===== src/rtl/clk_div_sched_if.sv =====
// Request/status bundle between a ratio requester and clk_div_sched.
// master = requester side, slave = controller side.
interface clk_div_sched_if #(
    parameter int SEL_W = 2
);
    logic             en;
    logic             req_valid;
    logic [SEL_W-1:0] req_sel;
    logic             req_ready;
    logic             sw_done;
    logic [SEL_W-1:0] cur_sel;
    logic             busy;
    logic             clk_div;
    logic             period_strb;

    modport master (
        output en, req_valid, req_sel,
        input  req_ready, sw_done, cur_sel, busy, clk_div, period_strb
    );

    modport slave (
        input  en, req_valid, req_sel,
        output req_ready, sw_done, cur_sel, busy, clk_div, period_strb
    );
endinterface


===== src/rtl/clk_div_sched.sv =====
// Power-of-two clock divider controller: one shared counter, glitch-free ratio/enable changes at period boundaries.
// Latency: clk_div registered (1 cycle); ratio switch completes at bnd(max(old,new)), at most 2^(m+1) cycles after accept.
// Backpressure: req_ready low while a switch is pending; requests arriving then wait until IDLE.
module clk_div_sched #(
    parameter int NSEL    = 4,
    parameter int SEL_W   = 2,
    parameter int RST_SEL = 0
) (
    input  logic           clk,
    input  logic           rst_n,
    clk_div_sched_if.slave bus
);

    typedef enum logic {IDLE, PEND} state_t;

    localparam logic [SEL_W-1:0] MAX_SEL   = SEL_W'(NSEL - 1);
    localparam logic [SEL_W:0]   NSEL_EXT  = (SEL_W + 1)'(NSEL);
    localparam logic [SEL_W-1:0] RST_SEL_V = SEL_W'(RST_SEL);

    state_t           state, state_nxt;
    logic [NSEL-1:0]  cnt, cnt_nxt;
    logic [SEL_W-1:0] cur_sel, cur_sel_nxt;
    logic [SEL_W-1:0] pend_sel, pend_sel_nxt;
    logic [SEL_W-1:0] sel_max;
    logic             en_act, en_act_nxt;
    logic             sw_done, sw_done_nxt;
    logic             clk_div, clk_div_nxt;
    logic             period_strb, period_strb_nxt;
    logic             bnd_cur;

    // True when the low s+1 counter bits are all ones: last cycle of a ratio-s period.
    function automatic logic bnd_f(input logic [NSEL-1:0] c, input logic [SEL_W-1:0] s);
        logic r;
        r = 1'b1;
        for (int i = 0; i < NSEL; i++) begin
            if (i <= int'(s)) r = r & c[i];
        end
        return r;
    endfunction

    always_comb begin
        state_nxt    = state;
        pend_sel_nxt = pend_sel;
        cur_sel_nxt  = cur_sel;
        sw_done_nxt  = 1'b0;
        cnt_nxt      = cnt + 1'b1;
        sel_max      = (cur_sel > pend_sel) ? cur_sel : pend_sel;
        bnd_cur      = bnd_f(cnt, cur_sel);

        unique case (state)
            IDLE: begin
                if (bus.req_valid) begin
                    pend_sel_nxt = ({1'b0, bus.req_sel} >= NSEL_EXT) ? MAX_SEL : bus.req_sel;
                    state_nxt    = PEND;
                end
            end
            PEND: begin
                // Both old and new ratio bits are zero after bnd(max), so no runt phase.
                if (bnd_f(cnt, sel_max)) begin
                    cur_sel_nxt = pend_sel;
                    sw_done_nxt = 1'b1;
                    state_nxt   = IDLE;
                end
            end
            default: state_nxt = IDLE;
        endcase

        en_act_nxt      = ((bus.en != en_act) && bnd_cur) ? bus.en : en_act;
        clk_div_nxt     = en_act_nxt & cnt_nxt[cur_sel_nxt];
        period_strb_nxt = en_act_nxt & bnd_cur;
    end

    always_ff @(posedge clk or negedge rst_n) begin
        if (!rst_n) begin
            state       <= IDLE;
            cnt         <= '0;
            cur_sel     <= RST_SEL_V;
            pend_sel    <= '0;
            en_act      <= 1'b0;
            sw_done     <= 1'b0;
            clk_div     <= 1'b0;
            period_strb <= 1'b0;
        end else begin
            state       <= state_nxt;
            cnt         <= cnt_nxt;
            cur_sel     <= cur_sel_nxt;
            pend_sel    <= pend_sel_nxt;
            en_act      <= en_act_nxt;
            sw_done     <= sw_done_nxt;
            clk_div     <= clk_div_nxt;
            period_strb <= period_strb_nxt;
        end
    end

    assign bus.req_ready   = (state == IDLE);
    assign bus.busy        = (state == PEND);
    assign bus.sw_done     = sw_done;
    assign bus.cur_sel     = cur_sel;
    assign bus.clk_div     = clk_div;
    assign bus.period_strb = period_strb;

endmodule

===== src/flat_wrapper.sv =====
// flat-port wrapper written by rule: the top's interface ports become plain ports
module clk_div_sched_flat 
#(
    parameter int NSEL    = 4,
    parameter int SEL_W   = 2,
    parameter int RST_SEL = 0
)
  (clk, rst_n, bus_en, bus_req_valid, bus_req_sel, bus_req_ready, bus_sw_done, bus_cur_sel, bus_busy, bus_clk_div, bus_period_strb);
  clk_div_sched_if #(.SEL_W(SEL_W)) bus_i ();
  input  logic clk;
  input  logic rst_n;
  input wire logic [$bits(bus_i.en)-1:0] bus_en;
  input wire logic [$bits(bus_i.req_valid)-1:0] bus_req_valid;
  input wire logic [$bits(bus_i.req_sel)-1:0] bus_req_sel;
  output wire logic [$bits(bus_i.req_ready)-1:0] bus_req_ready;
  output wire logic [$bits(bus_i.sw_done)-1:0] bus_sw_done;
  output wire logic [$bits(bus_i.cur_sel)-1:0] bus_cur_sel;
  output wire logic [$bits(bus_i.busy)-1:0] bus_busy;
  output wire logic [$bits(bus_i.clk_div)-1:0] bus_clk_div;
  output wire logic [$bits(bus_i.period_strb)-1:0] bus_period_strb;
  assign bus_i.en = bus_en;
  assign bus_i.req_valid = bus_req_valid;
  assign bus_i.req_sel = bus_req_sel;
  assign bus_req_ready = bus_i.req_ready;
  assign bus_sw_done = bus_i.sw_done;
  assign bus_cur_sel = bus_i.cur_sel;
  assign bus_busy = bus_i.busy;
  assign bus_clk_div = bus_i.clk_div;
  assign bus_period_strb = bus_i.period_strb;
  clk_div_sched #(.NSEL(NSEL), .SEL_W(SEL_W), .RST_SEL(RST_SEL)) u_core (.clk(clk), .rst_n(rst_n), .bus(bus_i));
endmodule

===== config.mk =====
export PLATFORM = sky130hd
export DESIGN_NAME = clk_div_sched_flat
export DESIGN_NICKNAME = d
export VERILOG_FILES = /design/src/rtl/clk_div_sched_if.sv /design/src/rtl/clk_div_sched.sv /design/src/flat_wrapper.sv
export SDC_FILE = /design/constraint.sdc
export NUM_CORES = 1
export LEC_CHECK = 0
export ABC_AREA = 1
export CORE_MARGIN = 5
export CORE_UTILIZATION = 44
export CTS_CLUSTER_DIAMETER = 60
export DETAILED_ROUTE_END_ITERATION = 12
export PLACE_DENSITY_LB_ADDON = 0.08
export REMOVE_ABC_BUFFERS = 1
export SETUP_SLACK_MARGIN = 0.05
export SYNTH_ARGS = -nofsm -noshare
export SYNTH_HDL_FRONTEND = slang
export SYNTH_SLANG_ARGS = --single-unit

===== constraint.sdc =====
create_clock -name clk -period 2 [get_ports clk]
set_clock_uncertainty 0.15 [all_clocks]
set_input_delay 0.5 -clock clk [delete_from_list [all_inputs] [get_ports clk]]
set_output_delay 0.5 -clock clk [all_outputs]
set_load 0.01 [all_outputs]

==> parameters.txt <==
Parameter                              Value

Status
  Outcome    finished, violations left
  Violations in the final reports    setup timing

Floorplanning
  Die X-Extent    50.1 µm
  Initial cell density of the core    46.5%
  Placeable Area    1520 µm²
  Standard-cell rows    14
  Ports    13
  Die area    2510 µm²
  Die boundary height    50.1 µm

GRT
  Vias in the first global route    614
  Maximum number of pins on one net before global-route repair    14
  Antenna violations before repair    0
  Global route hottest layer    met2
  Met3 global-route usage    3.01%
  Gr usage total    14.6%
  Wire length of the first global-routing pass    2.84 mm
  GR Layer Usage met1    18.8%
  Total congestion overflow after global routing    0
  M2 GR Usage    23.2%

Place
  Post-Place Setup Slack    -57.6 ps
  Placed instance count    115
  HPWL Detailed    1.20 mm
  Buffers added on ports    12
  Gp weighted congestion    0.823

Setup path
  Worst-path fanout max    8
  Data required time of the worst path    2030 ps
  Worst Setup Path Type    register to register
  Capturing element type of the critical path    register
  Worst setup SP type    register
  Data arrival at the endpoint of the critical path    2050 ps

Synth
  Post-Synthesis Cells    80
  Synth warnings    0
  #FFs+latches synth    13
  Synth top area share    45.9%
  Area leader, netlist    sky130_fd_sc_hd__dfrtp_1
  Post-synthesis instance area    708 µm²
  Cell variety after synth    19
  Sequential element share of the synthesized area    45.9%
  Mean instance size in the synthesized netlist    8.85 µm²
  Synth top area cells    sky130_fd_sc_hd__dfrtp_1, sky130_fd_sc_hd__ha_1, sky130_fd_sc_hd__inv_1

STA
  Ratio of final minimum period to clock period    101%
  Final hold violation count    0
  Setup repair after global routing missed its margin    yes
  Final setup viols    1
  Relative slew margins    61.4%
  Max Clk Rate    495 MHz
  Slew @ Worst Pin    571 ps
  Max-slew violation total from the final report    0
  Setup ws final    -18.6 ps
  Aggregate negative setup slack    -18.6 ps
  Crit path time final    2020 ps

Clocking
  Hold Buf Count CTS    0
  Worst-skew pair later-pin latency    280 ps
  Register clock-pin slew on the reported worst setup and hold paths    80 ps
  CTS tree    built
  Root buffer selected by CTS    sky130_fd_sc_hd__clkbuf_4
  Number of CTS-inserted buffers    3
  Total number of H-tree levels    1
  Clock Sink Count    13
  Number of buffers on the longest clock path    2

Final layout
  Inserted Diodes    0
  # nets final    120
  Final Instance Count excl. Fillers    125
  Most common cell after layout, fill and taps aside    sky130_fd_sc_hd__dfrtp_1
  Fraction of layout instances using a drive strength above 1    33.0%
  Area Growth Syn to Fin    43.6%
  Most frequent cells in the layout    sky130_fd_sc_hd__dfrtp_1, sky130_fd_sc_hd__buf_4, sky130_fd_sc_hd__nand2_1

Drt
  Post-Route WL    1.64 mm
  Average routed wire per standard cell    13.1 µm
  Post-detailed-route count of antenna-violating nets    0
  Total number of vias    636
  Routed vias/inst    5.09
  Initial DRC Count    19
  Total iterations of the first detailed-routing run    6
  Drt drc    0

Min path
  Hold crit path type    input port to asynchronous set/reset pin

Power
  Total leakage power    0.522 nW
  Highest ir drop seen on vdd    0.000801 V
  Pwr per Cell Area    1280 nW/µm²

Flow run
  # Max-Cap Violations    0
## cell usage after synthesis
cell type / instances
sky130_fd_sc_hd__nand4_2: 1
sky130_fd_sc_hd__nand2_1: 11
sky130_fd_sc_hd__nand3_4: 1
sky130_fd_sc_hd__nand2_2: 5
sky130_fd_sc_hd__inv_1: 12
sky130_fd_sc_hd__o21ai_0: 5
sky130_fd_sc_hd__a21oi_1: 2
sky130_fd_sc_hd__xor2_1: 1
sky130_fd_sc_hd__xnor2_1: 1
sky130_fd_sc_hd__dfrtp_1: 13
sky130_fd_sc_hd__ha_1: 4
sky130_fd_sc_hd__nand4_1: 2
sky130_fd_sc_hd__nand3_1: 7
sky130_fd_sc_hd__o21ai_2: 2
sky130_fd_sc_hd__nand2_4: 1
sky130_fd_sc_hd__o311ai_0: 1
sky130_fd_sc_hd__inv_2: 1
sky130_fd_sc_hd__nor2_1: 9
sky130_fd_sc_hd__nand3_2: 1
## state kept, by name, summed over array words and instances (netlist names)
register,cells
u_core.bus.cur_sel,2
u_core.bus.sw_done,1
u_core.bus.clk_div,1
u_core.en_act,1
u_core.cnt,4
u_core.bus.busy,1
u_core.pend_sel,2
u_core.bus.period_strb,1
## layout make-up
| class | count | area, µm² |
|---|---|---|
| Sequential cell | 13 | 325 |
| Timing Repair Buffer | 25 | 218 |
| Multi-Input combinational cell | 54 | 379 |
| Clock buffer | 4 | 26.3 |
| Fill cell | 133 | 507 |
| Inverter | 13 | 48.8 |
| Tap cell | 16 | 20.0 |
## what timing repair did
item	CTS	global route
endpoints found under the setup margin	4	3
buffers inserted	3	3
pin swaps	3	9
resized for setup	11	4
## kinds of logic (layout without fill, tap and decap cells)
family | Yosys count | count (layout) | synth area share [%]
AOI/OAI and AO/OA | 10 | 10 | 8.66
DFF | 13 | 13 | 45.9
and+or+nand+nor | 38 | 38 | 29.0
adders and majority gates | 4 | 4 | 7.07
buffers and inverters | 13 | 42 | 6.89
xor gates and xnor gates | 2 | 2 | 2.47
## report_power, final
group	total (W)	internal (W)	leakage, nW	switching, W
Clock	0.000167	0.0000775	0.0150	0.0000896
Combinational	0.000790	0.000366	0.347	0.000424
Sequential	0.000346	0.000317	0.160	0.0000292
Total	0.00130	0.000761	0.522	0.000543
## metrics by stage
stage	utilization, %	hold slack [ps]	area, µm²	power, W
2_1_floorplan	-	54.4	708	0.000748
3_3_place_gp	59.1	338	901	0.000981
3_5_place_dp	59.1	353	901	0.00100
4_1_cts	64.2	366	978	0.00126
5_1_grt	66.7	372	1020	0.00143
6_report	66.7	362	1020	0.00130
## layer usage
metal	share of wire, %	wire [µm]	vias up
li1	-	-	318
met1	43	700	294
met2	48	785	15
met3	5.1	84	9
met4	3.9	64	0
met5	0	0	-
## worst max-delay path: stages, from the launching register on
cell and delay (ps):
sky130_fd_sc_hd__dfrtp_1 410, sky130_fd_sc_hd__inv_2 90, sky130_fd_sc_hd__ha_4 220, sky130_fd_sc_hd__o21ai_4 170, sky130_fd_sc_hd__nand2_2 80, sky130_fd_sc_hd__nand2_2 90
sky130_fd_sc_hd__nand3_2 80, sky130_fd_sc_hd__nand2_4 100, sky130_fd_sc_hd__nand3_4 120, sky130_fd_sc_hd__nand2_2 100, sky130_fd_sc_hd__nand2_2 60, sky130_fd_sc_hd__nand2_1 60
sky130_fd_sc_hd__nand2_1 40, sky130_fd_sc_hd__nor2_1 100, sky130_fd_sc_hd__nor2_1 40
## worst paths after layout
kind                                         start                     to  slack [ps]  depth (start not counted)
worst max register to register  u_core.pend_sel[1]     u_core.bus.clk_div         -20                         14
worst min register to register       u_core.en_act          u_core.en_act         360                          2
worst max-delay path            u_core.pend_sel[1]     u_core.bus.clk_div         -20                         14
min in group clk                     u_core.en_act          u_core.en_act         360                          2
max in group asynchronous                    rst_n  u_core.bus.cur_sel[0]        1180                          2
worst min-delay path                         rst_n     u_core.bus.sw_done         360                          2
Note: power is estimated with default switching activity, not from simulation.
